## src/rtl/alu_arb_pkg.sv

```systemverilog
// alu_arb_pkg: shared FSM state type and ALU opcode constants
// for the two-requester ALU arbiter.
package alu_arb_pkg;

    typedef enum logic [1:0] {
        IDLE = 2'd0,
        EXEC = 2'd1,
        RESP = 2'd2
    } state_t;

    localparam logic [3:0] OP_AND = 4'b0000;
    localparam logic [3:0] OP_OR  = 4'b0001;
    localparam logic [3:0] OP_ADD = 4'b0010;
    localparam logic [3:0] OP_SUB = 4'b0011;
    localparam logic [3:0] OP_EQ  = 4'b1000;
    localparam logic [3:0] OP_XOR = 4'b1001;

endpackage

```

## src/rtl/alu_arbiter_if.sv

```systemverilog
// alu_arbiter_if: request/response bundle between two requesters
// plus a response consumer (master) and the arbiter (slave).
interface alu_arbiter_if #(
    parameter int DATA_WIDTH    = 32,
    parameter int OPCODE_LENGTH = 4
);

    logic [1:0]                          req_valid;
    logic [1:0]                          req_ready;
    logic [1:0][DATA_WIDTH-1:0]          req_src_a;
    logic [1:0][DATA_WIDTH-1:0]          req_src_b;
    logic [1:0][OPCODE_LENGTH-1:0]       req_op;
    logic                                rsp_valid;
    logic                                rsp_ready;
    logic                                rsp_id;
    logic [DATA_WIDTH-1:0]               rsp_result;

    modport master (
        output req_valid,
        output req_src_a,
        output req_src_b,
        output req_op,
        output rsp_ready,
        input  req_ready,
        input  rsp_valid,
        input  rsp_id,
        input  rsp_result
    );

    modport slave (
        input  req_valid,
        input  req_src_a,
        input  req_src_b,
        input  req_op,
        input  rsp_ready,
        output req_ready,
        output rsp_valid,
        output rsp_id,
        output rsp_result
    );

endinterface

```

## src/rtl/alu_arbiter_alu.sv

```systemverilog
// alu: combinational ALU (AND/OR/ADD/SUB/EQ/XOR); unknown
// opcodes yield zero, ADD/SUB wrap at DATA_WIDTH bits.
module alu
    import alu_arb_pkg::*;
#(
    parameter int DATA_WIDTH    = 32,
    parameter int OPCODE_LENGTH = 4
) (
    input  logic [DATA_WIDTH-1:0]    a,
    input  logic [DATA_WIDTH-1:0]    b,
    input  logic [OPCODE_LENGTH-1:0] op,
    output logic [DATA_WIDTH-1:0]    result
);

    // Decode the opcode and compute the selected operation
    always_comb begin
        result = '0;
        case (op)
            OPCODE_LENGTH'(OP_AND): result = a & b;
            OPCODE_LENGTH'(OP_OR):  result = a | b;
            OPCODE_LENGTH'(OP_ADD): result = a + b;
            OPCODE_LENGTH'(OP_SUB): result = a - b;
            OPCODE_LENGTH'(OP_EQ):  result = DATA_WIDTH'(a == b);
            OPCODE_LENGTH'(OP_XOR): result = a ^ b;
            default:                result = '0;
        endcase
    end

endmodule

```

## src/rtl/alu_arbiter.sv

```systemverilog
// alu_arbiter: shares one ALU between two requesters (IDLE/EXEC/RESP).
// Define ALU_ARB_ROUND_ROBIN_EN for round-robin; default is port 0 priority.
module alu_arbiter
    import alu_arb_pkg::*;
#(
    parameter int DATA_WIDTH    = 32,
    parameter int OPCODE_LENGTH = 4
) (
    input  logic          clk,
    input  logic          rst_n,
    alu_arbiter_if.slave  bus
);

    state_t                   state;
    state_t                   state_nxt;
    logic                     gnt;
    logic                     accept;
    logic [DATA_WIDTH-1:0]    a_q;
    logic [DATA_WIDTH-1:0]    b_q;
    logic [OPCODE_LENGTH-1:0] op_q;
    logic                     id_q;
    logic [DATA_WIDTH-1:0]    alu_out;
    logic [DATA_WIDTH-1:0]    result_q;
    logic                     rsp_id_q;

`ifdef ALU_ARB_ROUND_ROBIN_EN
    logic last_q;

    // Remember the most recently accepted port
    always_ff @(posedge clk or negedge rst_n) begin
        if (!rst_n) begin
            last_q <= 1'b1;
        end else if (accept) begin
            last_q <= gnt;
        end
    end

    assign gnt = (&bus.req_valid) ? ~last_q : ~bus.req_valid[0];
`else
    assign gnt = ~bus.req_valid[0];
`endif

    // State register
    always_ff @(posedge clk or negedge rst_n) begin
        if (!rst_n) begin
            state <= IDLE;
        end else begin
            state <= state_nxt;
        end
    end

    // Next state and the one-cycle accept strobe
    always_comb begin
        state_nxt     = state;
        accept        = 1'b0;
        bus.req_ready = 2'b00;
        unique case (state)
            IDLE: begin
                if ((|bus.req_valid) && rst_n) begin
                    accept        = 1'b1;
                    bus.req_ready = gnt ? 2'b10 : 2'b01;
                    state_nxt     = EXEC;
                end
            end
            EXEC: state_nxt = RESP;
            RESP: begin
                if (bus.rsp_ready) begin
                    state_nxt = IDLE;
                end
            end
            default: state_nxt = IDLE;
        endcase
    end

    // Capture operands on accept, register the result in EXEC
    always_ff @(posedge clk or negedge rst_n) begin
        if (!rst_n) begin
            a_q      <= '0;
            b_q      <= '0;
            op_q     <= '0;
            id_q     <= 1'b0;
            result_q <= '0;
            rsp_id_q <= 1'b0;
        end else begin
            if (accept) begin
                a_q  <= bus.req_src_a[gnt];
                b_q  <= bus.req_src_b[gnt];
                op_q <= bus.req_op[gnt];
                id_q <= gnt;
            end
            if (state == EXEC) begin
                result_q <= alu_out;
                rsp_id_q <= id_q;
            end
        end
    end

    alu #(
        .DATA_WIDTH    (DATA_WIDTH),
        .OPCODE_LENGTH (OPCODE_LENGTH)
    ) u_alu (
        .a      (a_q),
        .b      (b_q),
        .op     (op_q),
        .result (alu_out)
    );

    assign bus.rsp_valid  = (state == RESP);
    assign bus.rsp_id     = rsp_id_q;
    assign bus.rsp_result = result_q;

endmodule
```

## src/flat_wrapper.sv

```systemverilog
// flat-port wrapper written by rule: the top's interface ports become plain ports
module alu_arbiter_flat import alu_arb_pkg::*;
#(
    parameter int DATA_WIDTH    = 32,
    parameter int OPCODE_LENGTH = 4
)
  (clk, rst_n, bus_req_valid, bus_req_src_a, bus_req_src_b, bus_req_op, bus_rsp_ready, bus_req_ready, bus_rsp_valid, bus_rsp_id, bus_rsp_result);
  alu_arbiter_if #(.DATA_WIDTH(DATA_WIDTH), .OPCODE_LENGTH(OPCODE_LENGTH)) bus_i ();
  input  logic clk;
  input  logic rst_n;
  input wire logic [$bits(bus_i.req_valid)-1:0] bus_req_valid;
  input wire logic [$bits(bus_i.req_src_a)-1:0] bus_req_src_a;
  input wire logic [$bits(bus_i.req_src_b)-1:0] bus_req_src_b;
  input wire logic [$bits(bus_i.req_op)-1:0] bus_req_op;
  input wire logic [$bits(bus_i.rsp_ready)-1:0] bus_rsp_ready;
  output wire logic [$bits(bus_i.req_ready)-1:0] bus_req_ready;
  output wire logic [$bits(bus_i.rsp_valid)-1:0] bus_rsp_valid;
  output wire logic [$bits(bus_i.rsp_id)-1:0] bus_rsp_id;
  output wire logic [$bits(bus_i.rsp_result)-1:0] bus_rsp_result;
  assign bus_i.req_valid = bus_req_valid;
  assign bus_i.req_src_a = bus_req_src_a;
  assign bus_i.req_src_b = bus_req_src_b;
  assign bus_i.req_op = bus_req_op;
  assign bus_i.rsp_ready = bus_rsp_ready;
  assign bus_req_ready = bus_i.req_ready;
  assign bus_rsp_valid = bus_i.rsp_valid;
  assign bus_rsp_id = bus_i.rsp_id;
  assign bus_rsp_result = bus_i.rsp_result;
  alu_arbiter #(.DATA_WIDTH(DATA_WIDTH), .OPCODE_LENGTH(OPCODE_LENGTH)) u_core (.clk(clk), .rst_n(rst_n), .bus(bus_i));
endmodule
```

## config.mk

```make
export PLATFORM = sky130hd
export DESIGN_NAME = alu_arbiter_flat
export DESIGN_NICKNAME = d
export VERILOG_FILES = /design/src/rtl/alu_arb_pkg.sv /design/src/rtl/alu_arbiter_if.sv /design/src/rtl/alu_arbiter_alu.sv /design/src/rtl/alu_arbiter.sv /design/src/flat_wrapper.sv
export SDC_FILE = /design/constraint.sdc
export NUM_CORES = 1
export LEC_CHECK = 0
export BUFFER_PORTS_ARGS = -buffer_cell sky130_fd_sc_hd__buf_2
export CAP_MARGIN = 20
export CORE_MARGIN = 2
export CORE_UTILIZATION = 52
export CTS_CLUSTER_SIZE = 12
export DETAILED_ROUTE_END_ITERATION = 6
export MAX_ROUTING_LAYER = met4
export PLACE_DENSITY = 0.78
export SETUP_SLACK_MARGIN = 0.02
export SLEW_MARGIN = 10
export SYNTH_ARGS = -nofsm -noshare
export SYNTH_HDL_FRONTEND = slang
export SYNTH_SLANG_ARGS = --single-unit
```

## constraint.sdc

```tcl
create_clock -name clk -period 3.1 [get_ports clk]
set_input_delay 0.775 -clock clk [delete_from_list [all_inputs] [get_ports clk]]
set_output_delay 0.775 -clock clk [all_outputs]
set_load 0.1 [all_outputs]
```

After elaboration in Yosys (flattened, before gate mapping)
Cells that the tools add are included.
{"block": "word_totals", "word_cells": 44, "out_inout_bits": 36, "register_bits": 104}
{"block": "classes", "n_reduce_logical": 5, "magnitude_cmp": 1, "n_mux": 15, "n_addsub": 2, "bitwise": 4, "n_eq_ne": 10}
{"op": "$pmux W32 S6", "n": 1}
{"op": "$mux W32", "n": 4}
{"op": "$add A32 B32 Y32", "n": 1}
{"op": "$and A32 B32 Y32", "n": 1}
{"op": "$eq A32 B32 Y1", "n": 1}
{"op": "$or A32 B32 Y32", "n": 1}
{"op": "$sub A32 B32 Y32", "n": 1}
{"op": "$xor A32 B32 Y32", "n": 1}
{"op": "$mux W2", "n": 5}
{"op": "$eq A4 B2 Y1 const B", "n": 2}
{"op": "$eq A4 B4 Y1 const B", "n": 2}
{"op": "$mux W4", "n": 2}
{"op": "$pmux W2 S3", "n": 1}
{"op": "$eq A4 B1 Y1 const B", "n": 1}
{"op": "$logic_not A4 Y1", "n": 1}
{"op": "$eq A2 B1 Y1 const B", "n": 1}
{"op": "$eq A2 B2 Y1 const B", "n": 1}
{"op": "$logic_not A2 Y1", "n": 1}
{"op": "$lt A1 B2 Y1 const B", "n": 1}
{"op": "$mux W1", "n": 2}
{"op": "$ne A2 B1 Y1 const B", "n": 1}
{"op": "$ne A2 B2 Y1 const B", "n": 1}
{"op": "$reduce_and A2 Y1", "n": 1}
{"op": "$reduce_or A2 Y1", "n": 1}
{"op": "other kinds (2)", "n": 2}

Depth between registers and ports, before layout
{"block": "depth", "ltp_word": 4, "ltp_mapped": 14}

Cells and area by module
A second synthesis with hierarchy kept.
{"block": "hier_totals", "hier_cells": 1071, "area_unflattened_um2": 10020.9}
{"mod": "alu_arbiter", "area_per_inst_um2": 5038.6, "seq_area_each_um2": 2602.5, "instances": 1, "cells_each": 304}
{"mod": "alu", "area_per_inst_um2": 4982.3, "seq_area_each_um2": 0.0, "instances": 1, "cells_each": 767}

Worst setup path after synthesis
Ideal clock, no wire load.
{"block": "synth_path", "kind": "input port to output port", "startpoint": "input bus_req_valid[0]", "endpoint": "output bus_req_ready[1]", "t_arrival_ps": 2830, "required_ps": 2325, "path_stages": 5, "path_buffers": 3, "setup_slack_ps": -505, "path_cell_list": "clkbuf_1 > o211ai_1 > clkbuf_1 > clkbuf_1 > nor2_1"}
{"block": "synth_via", "elab_chain_len": 4, "elab_cells_between_ends": 5, "classes_between": "mux (3); reduce/logical (2)"}
{"item": "from (decl)", "line_no": "flat_wrapper.sv:11", "rtl": "input wire logic [$bits(bus_i.req_valid)-1:0] bus_req_valid;"}
{"item": "$reduce_or A2 Y1", "line_no": "alu_arbiter.sv:59", "rtl": "if ((|bus.req_valid) && rst_n) begin"}
{"item": "$logic_and A1 B1 Y1", "line_no": "alu_arbiter.sv:59"}
{"item": "$mux W2 *", "line_no": "alu_arbiter.sv:59"}
{"item": "$mux W2 *", "line_no": "alu_arbiter.sv:57", "rtl": "unique case (state)"}
{"item": "to (decl)", "line_no": "flat_wrapper.sv:16", "rtl": "output wire logic [$bits(bus_i.req_ready)-1:0] bus_req_ready;"}
Mark *: on every way between the ends. The rest lies on a longest branch, timed or not.

Worst setup path in the final report
{"block": "layout_path", "startpoint": "register u_core.b_q[0]", "endpoint": "register u_core.result_q[14] (netlist: u_core.bus.rsp_result[14])"}
{"block": "layout_via", "elab_chain_len": 2, "elab_cells_between_ends": 3, "classes_between": "add/sub (2); mux (1)"}
{"item": "from (decl)", "line_no": "alu_arbiter.sv:19", "rtl": "logic [DATA_WIDTH-1:0] b_q;"}
{"item": "from (signal assigned)", "line_no": "alu_arbiter.sv:87", "rtl": "b_q <= bus.req_src_b[gnt];"}
{"item": "$sub A32 B32 Y32 or $add A32 B32 Y32 (tied branches)", "line_no": "alu_arbiter_alu.sv:22, alu_arbiter_alu.sv:21"}
{"item": "$pmux W32 S6 *", "line_no": "alu_arbiter_alu.sv:18", "rtl": "case (op)"}
{"item": "to (signal assigned)", "line_no": "alu_arbiter.sv:92", "rtl": "result_q <= alu_out;"}
{"item": "to (decl)", "line_no": "alu_arbiter.sv:23", "rtl": "logic [DATA_WIDTH-1:0] result_q;"}
Marked as above.
A chain may end at the register's enable or synchronous reset.

==> results.ini <==
[timing]
clock-skew-final_ns = 0.00945
rsz0062_at_grt = true
hold_viol_final = 0
maxSlewHeadroom_pct = 44.5
fmaxAchievable_mhz = 309
fin_crit_sh_pct = 104
tightest_slew_ns = 0.833
worst_slack_ns = -0.138
post-route-min-period_ns = 3.24
drv_slew = 0
holdWs_ns = 0.421
finalSetupViolations = 9

[cells_and_area]
final_cell_mix = buf_4, buf_2, nand2_1
diodes = 0
syn_to_final_growth_pct = 33.2
final_util_pct = 70.6
drive_above_1_share_pct = 31.2
finalInstanceArea_um2 = 12200
final_common_cell = buf_4
fin_nets = 1682

[global_routing]
use_met2_pct = 54.8
grt_pass1_vias = 9511
grt_first_pass_wirelength_um = 47100
track_usage_pct = 32.8
use_met3_pct = 4.70
grt_max_degree = 139
antenna_found_initial = 0
grt_overflow = 0
grt.met1_usage_pct = 40.7
top_usage_layer = met2

[outcome]
run_status = finished with violations
violations = setup timing

[synth]
synth_area_um2 = 9180
syn_inst = 1143
synth_nets = 1386
syn_area_per_cell_um2 = 8.03
async_reset_ff_share_pct = 100
synth_ff_type = dfrtp_1
synth-seq-area-share_pct = 28.4
synth-edff-count = 0
ys_ff_latch = 104
ys_types = 70
synth_area_leaders = dfrtp_1, ha_1, mux2i_1, o21ai_0, nand2_1
synth_top_area_cell = dfrtp_1
yosysTopAreaCellShare_pct = 28.4
yosys_warnings = 0

[clocking]
cts_tree = yes
htree_levels = 3
cts_root_buf = clkbuf_16
cts_made_buffers = 9
clk_path_buf_depth = 2
clk_latency_ns = 0.37
clock_sink_count = 104
clk_pin_slew_ns = 0.08

[drt]
routedWlPerCell_um = 18.3
drc_errors = 0
vias_per_cell = 5.94
wl_um = 30500
drt_iter0_drc = 946
num_vias = 9920
firstDrtPassIters = 7
ant_nets = 0

[critical_path]
crit_type = flip-flop to flip-flop
arrival_ns = 3.50
worstPathMaxFanout = 3
crit_required_ns = 3.36
endpoint_kind = flip-flop
r2r_setup_slack_ns = -0.14
start_kind = flip-flop

[floorplan]
start_util_pct = 53.0
num_rows = 48
coreArea_um2 = 17300
die_x_um = 137
fp.dieArea_um2 = 18700
dieHeight_um = 137
io_pins = 177

[min_path]
hold_class = input port to asynchronous set/reset pin

[pwr]
cellLeakagePower_uw = 0.00609
peakVddDrop_uv = 715
p_per_area_nw_per_um2 = 1180

[flow_run]
cap_violations = 0

[place]
place_area_um2 = 11300
dpl.hpwl_um = 21800
port_buffers = 176
gp_congestion = 1.02

==> cell type report <==
| class | instances | area [um2] |
|---|---|---|
| multi-input cells | 874 | 6390 |
| well taps | 225 | 282 |
| inverters | 94 | 353 |
| flip-flops and latches | 104 | 2600 |
| fillers | 1355 | 5080 |
| clock inverters | 7 | 52.6 |
| clock buffers | 9 | 225 |
| repair buffers | 356 | 2310 |
==> sequential cells by signal (all words and copies together) (netlist names) <==
name                   flops
u_core.a_q                32
u_core.b_q                32
u_core.bus.rsp_id          1
u_core.bus.rsp_result     32
u_core.id_q                1
u_core.op_q                4
u_core.state               2
==> cells in the mapped netlist, types with 4 or more instances <==
| library cell | instances |
|---|---|
| a21oi_1 | 89 |
| o221ai_1 | 13 |
| nand2_1 | 133 |
| nor2b_1 | 11 |
| o21a_1 | 7 |
| o211ai_1 | 12 |
| a311oi_1 | 4 |
| or3_1 | 4 |
| nor3b_1 | 5 |
| inv_1 | 93 |
| o41ai_1 | 4 |
| a221oi_1 | 9 |
| xnor2_1 | 16 |
| nor4_1 | 6 |
| clkbuf_1 | 64 |
| and3_1 | 7 |
| o22ai_1 | 10 |
| a31oi_1 | 8 |
| a2111oi_0 | 4 |
| a22oi_1 | 8 |
| nor2_1 | 82 |
| buf_1 | 5 |
| dfrtp_1 | 104 |
| nand4_1 | 7 |
| a22o_1 | 4 |
| mux2i_1 | 73 |
| o31a_1 | 6 |
| nand3_1 | 18 |
| nand2b_1 | 6 |
| a211oi_1 | 9 |
| o31ai_1 | 8 |
| o21bai_1 | 13 |
| nor3_1 | 18 |
| ha_1 | 100 |
| a21o_1 | 11 |
| o21ai_0 | 122 |
| a211o_1 | 6 |
==> logic make-up (layout without fill, tap and decap cells) <==
family                   count (synthesis)  in the layout  share of synthesized area [%]
AO/OA/AOI/OAI                          373            373                           26.0
AND/OR/NAND/NOR                        306            306                           14.8
buffers and inverters                  165            466                           6.85
flip-flops                             104            104                           28.4
adder cells (fa/ha/maj)                102            102                           14.1
multiplexers                            74             74                           8.09
XOR/XNOR                                19             19                           1.81
==> worst max-delay path: stages, from the launching register on <==
cell	delay, ns
dfrtp_1	0.42
buf_6	0.14
ha_4	0.16
inv_2	0.06
fa_2	0.22
nor2b_4	0.05
o211ai_1	0.37
a21oi_2	0.12
buf_4	0.15
a31oi_2	0.23
nor3b_2	0.07
a2111oi_1	0.45
a21oi_1	0.11
a211o_1	0.31
a32o_1	0.24
==> where the power goes <==
| group | switching, uW | total, uW | internal [uW] | leakage (uW) |
|---|---|---|---|---|
| Sequential | 440 | 2300 | 1860 | 0.00133 |
| Clock | 586 | 1140 | 554 | 0.000137 |
| Combinational | 6610 | 11000 | 4350 | 0.00462 |
| Total | 7630 | 14400 | 6760 | 0.00609 |
==> worst paths after layout <==
| kind | from | endpoint | cells after the start |
|---|---|---|---|
| min in group clk | u_core.bus.rsp_result[16] | u_core.bus.rsp_result[16] | 2 |
| min reg2reg | u_core.bus.rsp_result[16] | u_core.bus.rsp_result[16] | 2 |
| max in group asynchronous | rst_n | u_core.b_q[25] | 3 |
| max | u_core.b_q[0] | u_core.bus.rsp_result[14] | 14 |
| max reg2reg | u_core.b_q[0] | u_core.bus.rsp_result[14] | 14 |
| min | rst_n | u_core.state[0] | 2 |
==> routing by layer <==
metal	up-vias	part of all wire, %
met5	-	0
met4	0	3.1
met3	101	7.8
met2	532	49
met1	4632	41
li1	4655	-
==> what timing repair did <==
action                     4_1_cts  5_1_grt
hold buffers                     0        0
buffers inserted                18        9
gates resized for setup         40       51
setup endpoints to repair       13       18
pin swaps                       17       29
cloned                           0        0
==> per-stage QoR <==
| step | setup TNS (ns) | cells | worst slack, ns | total power, uW |
|---|---|---|---|---|
| 3_5_place_dp | -0.767 | 1627 | -0.163 | 11900 |
| 6_report | -0.621 | 1669 | -0.138 | 14400 |
| 5_1_grt | -1.92 | 1669 | -0.246 | 15300 |
| 4_1_cts | -0.175 | 1660 | -0.0893 | 13600 |
| 3_3_place_gp | -0.307 | 1627 | -0.114 | 11800 |
| 2_1_floorplan | -0.0152 | 1143 | -0.0152 | 8510 |
No activity file was read; power rests on OpenSTA's default activity.
